--- src/rtl/lsu_pkg.sv ---
// rtl/lsu_pkg.sv - load/store type codes, FSM state encoding and byte-enable constants for mem_stage_lsu
package lsu_pkg;

    localparam logic [2:0] LT_LB   = 3'b000;
    localparam logic [2:0] LT_LH   = 3'b001;
    localparam logic [2:0] LT_LW   = 3'b010;
    localparam logic [2:0] LT_LBU  = 3'b100;
    localparam logic [2:0] LT_LHU  = 3'b101;
    localparam logic [2:0] LT_NONE = 3'b111;

    localparam logic [1:0] ST_SB   = 2'b00;
    localparam logic [1:0] ST_SH   = 2'b01;
    localparam logic [1:0] ST_SW   = 2'b10;
    localparam logic [1:0] ST_NONE = 2'b11;

    localparam logic [3:0] BE_BYTE = 4'b0001;
    localparam logic [3:0] BE_HALF = 4'b0011;
    localparam logic [3:0] BE_WORD = 4'b1111;

    typedef enum logic [1:0] {
        S_IDLE = 2'b00,
        S_WAIT = 2'b01,
        S_RESP = 2'b10
    } lsu_state_e;

endpackage

--- src/rtl/mem_stage_lsu_if.sv ---
// rtl/mem_stage_lsu_if.sv - request/ready data-memory bus between the MEM stage and data memory
interface mem_stage_lsu_if;
    logic        dmem_req;
    logic        dmem_we;
    logic [31:0] dmem_addr;
    logic [31:0] dmem_wdata;
    logic [3:0]  dmem_be;
    logic        dmem_ready;
    logic [31:0] dmem_rdata;

    modport master (
        output dmem_req, dmem_we, dmem_addr, dmem_wdata, dmem_be,
        input  dmem_ready, dmem_rdata
    );

    modport slave (
        input  dmem_req, dmem_we, dmem_addr, dmem_wdata, dmem_be,
        output dmem_ready, dmem_rdata
    );
endinterface

--- src/rtl/lsu_load_format.sv ---
// rtl/lsu_load_format.sv - selects byte/half of the read word and sign- or zero-extends it
import lsu_pkg::*;

module lsu_load_format (
    input  logic [31:0] rdata_i,
    input  logic [1:0]  offset_i,
    input  logic [2:0]  load_type_i,
    output logic [31:0] result_o
);

    logic [7:0]  byte_sel;
    logic [15:0] half_sel;

    // pick the addressed lane, then extend according to the load type
    always_comb begin
        byte_sel = rdata_i[8*offset_i +: 8];
        half_sel = offset_i[1] ? rdata_i[31:16] : rdata_i[15:0];
        result_o = rdata_i;
        case (load_type_i)
            LT_LB:   result_o = {{24{byte_sel[7]}}, byte_sel};
            LT_LH:   result_o = {{16{half_sel[15]}}, half_sel};
            LT_LBU:  result_o = {24'd0, byte_sel};
            LT_LHU:  result_o = {16'd0, half_sel};
            default: result_o = rdata_i;
        endcase
    end

endmodule

--- src/rtl/mem_stage_lsu.sv ---
// rtl/mem_stage_lsu.sv - rv32i MEM stage load/store unit; optional MEM_ALIGN_CHECK_EN adds misaligned-access rejection
import lsu_pkg::*;

module mem_stage_lsu #(
    parameter int TIMEOUT_CYCLES = 255,
    parameter int TO_W           = 8
) (
    input  logic                    clk,
    input  logic                    rst,
    input  logic [31:0]             mem_result,
    input  logic [31:0]             mem_op2_selected,
    input  logic                    mem_memory_write,
    input  logic [2:0]              mem_memory_load_type,
    input  logic [1:0]              mem_memory_store_type,
    input  logic                    mem_wb_load,
    input  logic                    mem_wb_reg_file,
    input  logic [4:0]              mem_wb_rd,
    mem_stage_lsu_if.master         dmem,
    output logic                    mem_stall,
    output logic [31:0]             wb_result,
    output logic                    wb_reg_file,
    output logic [4:0]              wb_rd,
`ifdef MEM_ALIGN_CHECK_EN
    output logic                    misaligned,
`endif
    output logic                    bus_err
);

    localparam logic [TO_W-1:0] TO_LAST = TO_W'(TIMEOUT_CYCLES - 1);

    lsu_state_e  state_q, state_d;
    logic [TO_W-1:0] cnt_q, cnt_d;
    logic        req_q, req_d, we_q, we_d, isld_q, isld_d, bus_err_q, bus_err_d;
    logic [31:0] addr_q, addr_d, wdata_q, wdata_d, load_q, load_d;
    logic [3:0]  be_q, be_d;
    logic [2:0]  lt_q, lt_d;
    logic [1:0]  off_q, off_d;

    logic        is_load, is_store, mem_op, mis_c;
    logic [3:0]  be_c;
    logic [31:0] wdata_c, fmt_c;

    assign is_load  = (mem_memory_load_type != LT_NONE) && mem_wb_load;
    assign is_store = mem_memory_write && (mem_memory_store_type != ST_NONE);
    assign mem_op   = is_load || is_store;

    // byte lanes and replicated store data for the access being issued
    always_comb begin
        be_c    = BE_WORD;
        wdata_c = mem_op2_selected;
        if (is_store) begin
            case (mem_memory_store_type)
                ST_SB: begin
                    be_c    = BE_BYTE << mem_result[1:0];
                    wdata_c = {4{mem_op2_selected[7:0]}};
                end
                ST_SH: begin
                    be_c    = BE_HALF << {mem_result[1], 1'b0};
                    wdata_c = {2{mem_op2_selected[15:0]}};
                end
                default: begin
                    be_c    = BE_WORD;
                    wdata_c = mem_op2_selected;
                end
            endcase
        end
    end

`ifdef MEM_ALIGN_CHECK_EN
    logic half_op, word_op;
    // halfword/word accesses must be naturally aligned; stores take precedence over loads
    always_comb begin
        half_op = is_store ? (mem_memory_store_type == ST_SH)
                           : ((mem_memory_load_type == LT_LH) || (mem_memory_load_type == LT_LHU));
        word_op = is_store ? (mem_memory_store_type == ST_SW)
                           : (mem_memory_load_type == LT_LW);
        mis_c   = (state_q == S_IDLE) && mem_op &&
                  ((half_op && mem_result[0]) || (word_op && (mem_result[1:0] != 2'b00)));
    end
    assign misaligned = mis_c;
`else
    assign mis_c = 1'b0;
`endif

    lsu_load_format u_fmt (
        .rdata_i     (dmem.dmem_rdata),
        .offset_i    (off_q),
        .load_type_i (lt_q),
        .result_o    (fmt_c)
    );

    // state and bus registers; reset drops any outstanding request at once
    always_ff @(posedge clk or posedge rst) begin
        if (rst) begin
            state_q   <= S_IDLE;
            cnt_q     <= '0;
            req_q     <= 1'b0;
            we_q      <= 1'b0;
            isld_q    <= 1'b0;
            bus_err_q <= 1'b0;
            addr_q    <= '0;
            wdata_q   <= '0;
            load_q    <= '0;
            be_q      <= '0;
            lt_q      <= LT_NONE;
            off_q     <= '0;
        end else begin
            state_q   <= state_d;
            cnt_q     <= cnt_d;
            req_q     <= req_d;
            we_q      <= we_d;
            isld_q    <= isld_d;
            bus_err_q <= bus_err_d;
            addr_q    <= addr_d;
            wdata_q   <= wdata_d;
            load_q    <= load_d;
            be_q      <= be_d;
            lt_q      <= lt_d;
            off_q     <= off_d;
        end
    end

    // next-state logic: issue in IDLE, hold the bus in WAIT, hand back one result in RESP
    always_comb begin
        state_d   = state_q;
        cnt_d     = cnt_q;
        req_d     = req_q;
        we_d      = we_q;
        isld_d    = isld_q;
        bus_err_d = 1'b0;
        addr_d    = addr_q;
        wdata_d   = wdata_q;
        load_d    = load_q;
        be_d      = be_q;
        lt_d      = lt_q;
        off_d     = off_q;
        mem_stall = 1'b0;
        case (state_q)
            S_IDLE: begin
                if (mem_op && !mis_c) begin
                    mem_stall = 1'b1;
                    state_d   = S_WAIT;
                    req_d     = 1'b1;
                    we_d      = is_store;
                    isld_d    = !is_store;
                    addr_d    = {mem_result[31:2], 2'b00};
                    wdata_d   = wdata_c;
                    be_d      = be_c;
                    lt_d      = mem_memory_load_type;
                    off_d     = mem_result[1:0];
                    cnt_d     = '0;
                end
            end
            S_WAIT: begin
                mem_stall = 1'b1;
                if (dmem.dmem_ready) begin
                    if (isld_q) load_d = fmt_c;
                    req_d   = 1'b0;
                    state_d = S_RESP;
                end else if (cnt_q == TO_LAST) begin
                    bus_err_d = 1'b1;
                    load_d    = '0;
                    req_d     = 1'b0;
                    state_d   = S_RESP;
                end else begin
                    cnt_d = cnt_q + 1'b1;
                end
            end
            S_RESP: begin
                state_d = S_IDLE;
            end
            default: begin
                state_d = S_IDLE;
                req_d   = 1'b0;
            end
        endcase
    end

    assign dmem.dmem_req   = req_q;
    assign dmem.dmem_we    = we_q;
    assign dmem.dmem_addr  = addr_q;
    assign dmem.dmem_wdata = wdata_q;
    assign dmem.dmem_be    = be_q;

    assign wb_result   = ((state_q == S_RESP) && isld_q) ? load_q : mem_result;
    assign wb_reg_file = mem_wb_reg_file && !mis_c;
    assign wb_rd       = mem_wb_rd;
    assign bus_err     = bus_err_q;

endmodule

--- src/flat_wrapper.sv ---
// flat-port wrapper written by rule: the top's interface ports become plain ports
module mem_stage_lsu_flat 
#(
    parameter int TIMEOUT_CYCLES = 255,
    parameter int TO_W           = 8
)
  (clk, rst, mem_result, mem_op2_selected, mem_memory_write, mem_memory_load_type, mem_memory_store_type, mem_wb_load, mem_wb_reg_file, mem_wb_rd, mem_stall, wb_result, wb_reg_file, wb_rd, bus_err, dmem_dmem_req, dmem_dmem_we, dmem_dmem_addr, dmem_dmem_wdata, dmem_dmem_be, dmem_dmem_ready, dmem_dmem_rdata);
  mem_stage_lsu_if dmem_i ();
  input  logic clk;
  input  logic rst;
  input  logic [31:0] mem_result;
  input  logic [31:0] mem_op2_selected;
  input  logic mem_memory_write;
  input  logic [2:0] mem_memory_load_type;
  input  logic [1:0] mem_memory_store_type;
  input  logic mem_wb_load;
  input  logic mem_wb_reg_file;
  input  logic [4:0] mem_wb_rd;
  output logic mem_stall;
  output logic [31:0] wb_result;
  output logic wb_reg_file;
  output logic [4:0] wb_rd;
  output logic bus_err;
  output wire logic [$bits(dmem_i.dmem_req)-1:0] dmem_dmem_req;
  output wire logic [$bits(dmem_i.dmem_we)-1:0] dmem_dmem_we;
  output wire logic [$bits(dmem_i.dmem_addr)-1:0] dmem_dmem_addr;
  output wire logic [$bits(dmem_i.dmem_wdata)-1:0] dmem_dmem_wdata;
  output wire logic [$bits(dmem_i.dmem_be)-1:0] dmem_dmem_be;
  input wire logic [$bits(dmem_i.dmem_ready)-1:0] dmem_dmem_ready;
  input wire logic [$bits(dmem_i.dmem_rdata)-1:0] dmem_dmem_rdata;
  assign dmem_dmem_req = dmem_i.dmem_req;
  assign dmem_dmem_we = dmem_i.dmem_we;
  assign dmem_dmem_addr = dmem_i.dmem_addr;
  assign dmem_dmem_wdata = dmem_i.dmem_wdata;
  assign dmem_dmem_be = dmem_i.dmem_be;
  assign dmem_i.dmem_ready = dmem_dmem_ready;
  assign dmem_i.dmem_rdata = dmem_dmem_rdata;
  mem_stage_lsu #(.TIMEOUT_CYCLES(TIMEOUT_CYCLES), .TO_W(TO_W)) u_core (.clk(clk), .rst(rst), .mem_result(mem_result), .mem_op2_selected(mem_op2_selected), .mem_memory_write(mem_memory_write), .mem_memory_load_type(mem_memory_load_type), .mem_memory_store_type(mem_memory_store_type), .mem_wb_load(mem_wb_load), .mem_wb_reg_file(mem_wb_reg_file), .mem_wb_rd(mem_wb_rd), .dmem(dmem_i), .mem_stall(mem_stall), .wb_result(wb_result), .wb_reg_file(wb_reg_file), .wb_rd(wb_rd), .bus_err(bus_err));
endmodule
--- config.mk ---
export PLATFORM = sky130hd
export DESIGN_NAME = mem_stage_lsu_flat
export DESIGN_NICKNAME = d
export VERILOG_FILES = /design/src/rtl/lsu_pkg.sv /design/src/rtl/mem_stage_lsu_if.sv /design/src/rtl/lsu_load_format.sv /design/src/rtl/mem_stage_lsu.sv /design/src/flat_wrapper.sv
export SDC_FILE = /design/constraint.sdc
export NUM_CORES = 1
export LEC_CHECK = 0
export CAP_MARGIN = 20
export CORE_ASPECT_RATIO = 1.5
export CORE_UTILIZATION = 44
export CTS_CLUSTER_DIAMETER = 100
export DETAILED_ROUTE_END_ITERATION = 7
export GPL_ROUTABILITY_DRIVEN = 0
export PLACE_DENSITY = 0.84
export SETUP_SLACK_MARGIN = 0.05
export SKIP_LAST_GASP = 1
export SLEW_MARGIN = 0
export SYNTH_ARGS = -nofsm -noshare
export SYNTH_HDL_FRONTEND = slang
export SYNTH_SLANG_ARGS = --single-unit
export TNS_END_PERCENT = 30
--- constraint.sdc ---
create_clock -name clk -period 5 [get_ports clk]
set_clock_uncertainty 0.1 [all_clocks]
set_input_delay 1 -clock clk [delete_from_list [all_inputs] [get_ports clk]]
set_output_delay 1 -clock clk [all_outputs]
set_load 0.02 [all_outputs]
==> out/results.ini, run 1 <==
[setup_path]
start_kind=input pin
critPathCaptureType=primary output
crit_path_frequent_cell=clkdlybuf4s50_1
worstSetupStartpoint=mem_memory_store_type[0]
crit_slowest_cell=clkdlybuf4s50_1
cp-endpoint=mem_stall
crit_type=input pin to primary output
worstPathCellList=clkdlybuf4s50_1, buf_4, a21boi_1, a211oi_1, nor2_1, clkdlybuf4s50_1
slowest_delay_ns=0.61
crit_required_ns=3.90
worstPathMaxFanout=20
ff2ff_path_depth=5
reg2reg_to=u_core.dmem.dmem_addr[23]
r2r-start=u_core.state_q[0]
cp.arrival_ns=2.99
r2r_slack_ns=2.34

[clocking]
cts_tree=built
clock_latency_ns=0.41
cts_made_buffers=17
clk_path_buf_depth=2
cts_setup_buffers=0
htreeDepth=4
clock-root-buffer=clkbuf_16
ctsHoldBuffers=0
cts_num_sinks=117
clk_pin_slew_ns=0.05
cts_resized=0

[placed_design]
dp_hpwl_um=12800
port_buffers=207
dp_cells=913
pre_cts_ws_ns=0.937

[synthesis]
async_flop_share_pct=100
synth_edf_count=0
avgSynthCellArea_sq_um=9.90
synth_seq_cells=117
seq_area_frac_synth_pct=50.6
yosysWarnings=0
synth_ff_type=dfrtp_1
synth_area_sq_um=5790
syn_inst=585
synthDistinctLibCells=51

[power_and_ir_drop]
ir_worst_vdd_uv=386
powerDensity_nw_per_um2=626
p_leak_nw=3.70

[sta]
setup_viol=0
worstMarginPinSlew_ns=1.10
hold_viol=0
min_period_over_period_pct=81.7
fmax_mhz=245
whs_ns=0.362
relSlewSlack_pct=26.7
finalCriticalPeriod_ns=4.09
rsz0062_at_grt=false
layout_setup_ws_ns=0.913
tns_ns=0
maxSlewViolCount=0

[routing]
routedWlPerCell_um=18.6
drt_iter0_drc=279
wl_um=17700
drc_errors=0
vias=5260
viasPerCell=5.55
firstDrtPassIters=5
final_antenna_net_count=0

[outcome]
status=complete, no violations

[finish]
multi_input_area_sq_um=2620
num-fill-cells=1006
drive_gt1_share_pct=12.7
nets=888
regArea_sq_um=2930
area_growth_pct=46.6
final_util_pct=65.9
instances_no_fill=947

[grt]
grt_max_degree=60
first_global_vias=5350
grt_usage_pct=26.9
grt_overflow=0
grt_pass1_wl_um=27600
grt_antenna_before_repair=1

[floorplan]
core-area_sq_um=12900
die_x_um=95.7
start_util_pct=44.9
die_area_sq_um=13600
die_h_um=143
std_cell_rows=51
io_pins=222

[hold_path]
worst_hold_path_type=register to register

[job]
maxCapViolations=0

through the flow:
stage	instance area, sq um	power [mW]
2_1_floorplan	5800	3.08
3_3_place_gp	7900	4.04
3_5_place_dp	7900	4.13
4_1_cts	8480	5.34
5_1_grt	8490	5.62
6_report	8490	5.32
final cells by class:
| class | instances | share of cell area, % |
|---|---|---|
| antenna | 1 | 0.0295 |
| clock inverter | 12 | 1.53 |
| timing repair buffer | 216 | 25.3 |
| multi-input combinational | 417 | 30.8 |
| sequential | 117 | 34.5 |
| clock buffer | 20 | 5.26 |
| tap | 159 | 2.34 |
| inverter | 5 | 0.250 |
state kept, by name (all words and copies together), names as in the netlist:
register,count
u_core.bus_err,1
u_core.cnt_q,8
u_core.dmem.dmem_addr,30
u_core.dmem.dmem_be,4
u_core.dmem.dmem_req,1
u_core.dmem.dmem_wdata,32
u_core.dmem.dmem_we,1
u_core.isld_q,1
u_core.load_q,32
u_core.lt_q,3
u_core.off_q,2
u_core.state_q,2
cell usage after synthesis (all sizes together), types with 2 or more instances:
master,instances,area [sq um]
a32o,8,80.1
a31oi,2,12.5
o21a,3,22.5
nor3b,2,15.0
nand2,152,571
o31ai,17,128
nand2b,7,43.8
or3b,4,35.0
dfrtp,114,2850
nor2,34,128
o211ai,3,22.5
or4,2,15.0
mux2,51,574
ha,2,25.0
mux2i,12,120
nor2b,11,68.8
a22oi,16,120
buf,24,161
or2b,4,30.0
o221ai,7,61.3
a211oi,11,82.6
dfstp,3,78.8
clkbuf,23,86.3
a21oi,9,45.0
nand3,6,30.0
nand4b,3,26.3
o21ai,31,155
inv,5,18.8
layer usage:
metal | global-route usage (%) | vias to the layer above | share of wire (%) | wire (um)
li1 | - | 2414 | - | -
met1 | 29.4 | 2558 | 35 | 6260
met2 | 46.3 | 223 | 52 | 9270
met3 | 7.91 | 65 | 7.2 | 1270
met4 | 14.3 | 0 | 4.9 | 869
met5 | 0 | - | 0 | 0
cells in the final DEF (no fill, tap or decap), drive strengths merged, types with 2 or more instances in the layout:
cell type | synthesis | layout
a32o | 8 | 8
nor2 | 34 | 34
or4 | 2 | 2
buf | 24 | 8
conb | 1 | 2
mux2i | 12 | 12
a211oi | 11 | 11
o221ai | 7 | 7
or3b | 4 | 4
a31oi | 2 | 2
mux2 | 51 | 51
o31ai | 17 | 17
clkbuf | 23 | 21
o21ai | 31 | 31
ha | 2 | 2
or2b | 4 | 4
a22oi | 16 | 16
nand2 | 152 | 152
nand2b | 7 | 7
inv | 5 | 6
a21oi | 9 | 9
clkinvlp | 0 | 5
nor3b | 2 | 2
dfstp | 3 | 3
nor2b | 11 | 11
o21a | 3 | 3
nand3 | 6 | 6
clkinv | 0 | 4
clkdlybuf4s50 | 0 | 207
bufinv | 0 | 2
o211ai | 3 | 3
nand4b | 3 | 3
dfrtp | 114 | 114
cells by family after synthesis:
group,share of synthesized area (%)
other,0.0647
adders and majority gates,0.432
and+or+nand+nor,17.5
muxes,12.0
buffers and inverters,4.60
DFF,50.6
xor gates and xnor gates,0.302
AOI/OAI and AO/OA,14.5
critical path, delay by kind of cell:
family	cells	cell delay [ns]
buf+inv	3	1.21
simple gates	1	0.12
compound gates	2	0.66
report_power, final:
group          switching, mW  leakage, nW  internal, mW  total (mW)
logic                   1.27         1.99          1.13        2.40
clock network          0.429        0.268         0.744        1.17
registers              0.342         1.44          1.40        1.74
worst min-delay path by stage:
| stage | start | end | cells past startpoint |
|---|---|---|---|
| floorplan | u_core.load_q[0] | u_core.load_q[0] | 2 |
| global placement | u_core.dmem.dmem_addr[23] | u_core.dmem.dmem_addr[23] | 2 |
| detailed placement | u_core.dmem.dmem_addr[13] | u_core.dmem.dmem_addr[13] | 2 |
| global route | u_core.dmem.dmem_addr[13] | u_core.dmem.dmem_addr[13] | 2 |
| finish | u_core.dmem.dmem_addr[25] | u_core.dmem.dmem_addr[25] | 2 |
| CTS | u_core.dmem.dmem_addr[13] | u_core.dmem.dmem_addr[13] | 2 |
Power figures use the tool's default switching activity.
==> run 2, diff against run 1 <==
- CORE_UTILIZATION: 44 -> 40
- PLACE_DENSITY: 0.84 -> 0.81
- clock period: 5 -> 3.52 ns (I/O delays scaled with it)
==> run 2 against run 1 <==
Flip-flop and latch count unchanged. Wire length decreased by 5.5%. Count of clock-buffer cells in the layout unchanged. Highest routed layer unchanged. Critical path depth decreased by 2. Largest power group unchanged. Sequential power increased by 41%. Combinational power increased by 41%. Critical endpoint is now wb_result[19]. Via count decreased by 2.9%.
==> out/results.ini, run 2 (synthesis gave the netlist of run 1 again) <==
[outcome]
status=complete, no violations  ; unchanged

[finish]
area_growth_pct=49.3  ; was 46.6%
num-fill-cells=1163  ; was 1,006
diodes=0  ; was 1
layout_common_cells=clkdlybuf4s50_1 (207), nand2_1 (152), dfrtp_1 (114), mux2_2 (51), nor2_1 (34)  ; unchanged
stdcell_area_sq_um=8650  ; was 8490 sq um
multi_input_area_sq_um=2620  ; unchanged
final_util_pct=61.5  ; was 65.9%
layout_commonest_cell=clkdlybuf4s50_1  ; unchanged
nets=890  ; was 888
drive_gt1_share_pct=13.1  ; was 12.7%
regArea_sq_um=2930  ; unchanged
instances_no_fill=981  ; was 947

[grt]
use_met2_pct=39.9  ; was 46.3%
grt_max_degree=118  ; was 60
met3_usage_pct=6.14  ; was 7.91%
first_global_vias=5055  ; was 5,350
grt_overflow=0  ; unchanged
grt_usage_pct=22.7  ; was 26.9%
grt_pass1_wl_um=26100  ; was 27,600 um
grt_antenna_before_repair=0  ; was 1
use_met1_pct=25.7  ; was 29.4%
gr-max-usage-layer=met2  ; unchanged

[hold_path]
worst_hold_path_type=register to register  ; unchanged
worstHoldStart=u_core.dmem.dmem_addr[25]  ; unchanged

[sta]
whs_ns=0.361  ; was 0.362 ns
rsz0062_at_grt=false  ; unchanged
min_period_over_period_pct=93.7
relSlewSlack_pct=44.7  ; was 26.7%
tns_ns=0  ; unchanged
hold_viol=0  ; unchanged
worstMarginPinSlew_ns=0.829  ; was 1.10 ns
finalCriticalPeriod_ns=3.30
setup_viol=0  ; unchanged
maxSlewViolCount=0  ; unchanged
layout_setup_ws_ns=0.221  ; was 0.913 ns
fmax_mhz=303

[clocking]
htreeDepth=4  ; unchanged
clk_pin_slew_ns=0.05  ; about the same
ctsHoldBuffers=0  ; unchanged
cts_setup_buffers=0  ; unchanged
cts_made_buffers=17  ; unchanged
cts_tree=built  ; unchanged
cts_num_sinks=117  ; unchanged
clk_path_buf_depth=2  ; unchanged
clock_latency_ns=0.40  ; was 0.41 ns
cts_resized=0  ; unchanged
clock-root-buffer=clkbuf_16  ; unchanged

[setup_path]
start_kind=register  ; was input pin
cp.arrival_ns=2.50  ; was 2.99 ns
worstPathMaxFanout=31  ; was 20
crit_required_ns=2.72  ; was 3.90 ns
worstPathCellList=nand3b_1, buf_4, mux2_2, clkdlybuf4s50_1  ; was clkdlybuf4s50_1, buf_4, a21boi_1, a211oi_1, nor2_1, clkdlybuf4s50_1
path_buf_inv=2  ; was 3
critPathCaptureType=primary output  ; unchanged
crit_family=buffers and inverters  ; unchanged
worstSetupStartpoint=u_core.state_q[0]  ; was mem_memory_store_type[0]
slowest_delay_ns=0.55  ; was 0.61 ns
r2r-start=u_core.lt_q[1]  ; was u_core.state_q[0]
crit_slowest_cell=clkdlybuf4s50_1  ; unchanged
crit_type=register to primary output  ; was input pin to primary output

[floorplan]
die_h_um=149  ; was 143 um
io_pins=222  ; unchanged
start_util_pct=41.2  ; was 44.9%
die_area_sq_um=15000  ; was 13,600 sq um
std_cell_rows=53  ; was 51
core-area_sq_um=14100  ; was 12,900 sq um
die_x_um=100  ; was 95.7 um

[placed_design]
dp_cells=949  ; was 913
pre_cts_ws_ns=0.523  ; was 0.937 ns
post_dp_cell_area_sq_um=7990  ; was 7900 sq um
dp_hpwl_um=11900  ; was 12,800 um
port_buffers=207  ; unchanged

[power_and_ir_drop]
p_leak_nw=3.76  ; was 3.70 nW
powerDensity_nw_per_um2=897  ; was 626 nW/um^2
power_mw=7.76  ; was 5.32 mW
ir_worst_vdd_uv=578  ; was 386 uV

[routing]
final_antenna_net_count=0  ; unchanged
routedWlPerCell_um=17.0  ; was 18.6 um
wl_um=16700  ; was 17,700 um
drc_errors=0  ; unchanged
vias=5106  ; was 5,260
firstDrtPassIters=6  ; was 5
drt_iter0_drc=225  ; was 279
viasPerCell=5.20  ; was 5.55

[job]
maxCapViolations=0  ; unchanged

-- run 2: cell count changes in the layout (fill, tap and decap cells not counted) --
cell | previous run | this run
buf_12 | 0 | 2
buf_4 | 8 | 9
bufinv_16 | 2 | 5
clkbuf_1 | 2 | 1
clkinv_2 | 3 | 2
clkinv_4 | 1 | 3
clkinvlp_4 | 5 | 3
diode_2 | 1 | 0
inv_4 | 1 | 0
inv_6 | 1 | 0
-- run 2: power breakdown --
| part | leakage (nW) | switching (mW) | internal (mW) |
|---|---|---|---|
| combinational | 2.00 | 1.76 | 1.62 |
| sequential | 1.44 | 0.472 | 1.98 |
| clock | 0.316 | 0.620 | 1.29 |
| total | 3.76 | 2.86 | 4.90 |
-- run 2: worst reg2reg max path, delay by kind of cell (launching register included) --
family / cells / cell delay, ns
flops: 1 / 0.46
simple gates: 2 / 0.72
compound gates: 2 / 0.92
-- run 2: layer usage --
layer	wire length, um	up-vias
li1	-	2422
met1	6440	2445
met2	8720	204
met3	1090	35
met4	429	0
met5	0	-
-- run 2: final timing paths --
path                                        endpoint  slack, ns  cells after the start
max                                    wb_result[19]       0.22                      4
min                        u_core.dmem.dmem_addr[25]       0.36                      2
max reg2reg                        u_core.load_q[20]       1.26                      4
min reg2reg                u_core.dmem.dmem_addr[25]       0.36                      2
max in group asynchronous  u_core.dmem.dmem_addr[13]       2.12                      3
min in group asynchronous   u_core.dmem.dmem_addr[3]       0.71                      3
-- run 2: layout make-up --
| class | instances | area share, % |
|---|---|---|
| Sequential cell | 117 | 33.9 |
| Clock buffer | 20 | 5.28 |
| Multi-Input combinational cell | 417 | 30.3 |
| Tap cell | 192 | 2.78 |
| Timing Repair Buffer | 218 | 25.2 |
| Inverter | 5 | 0.260 |
| Clock inverter | 12 | 2.33 |
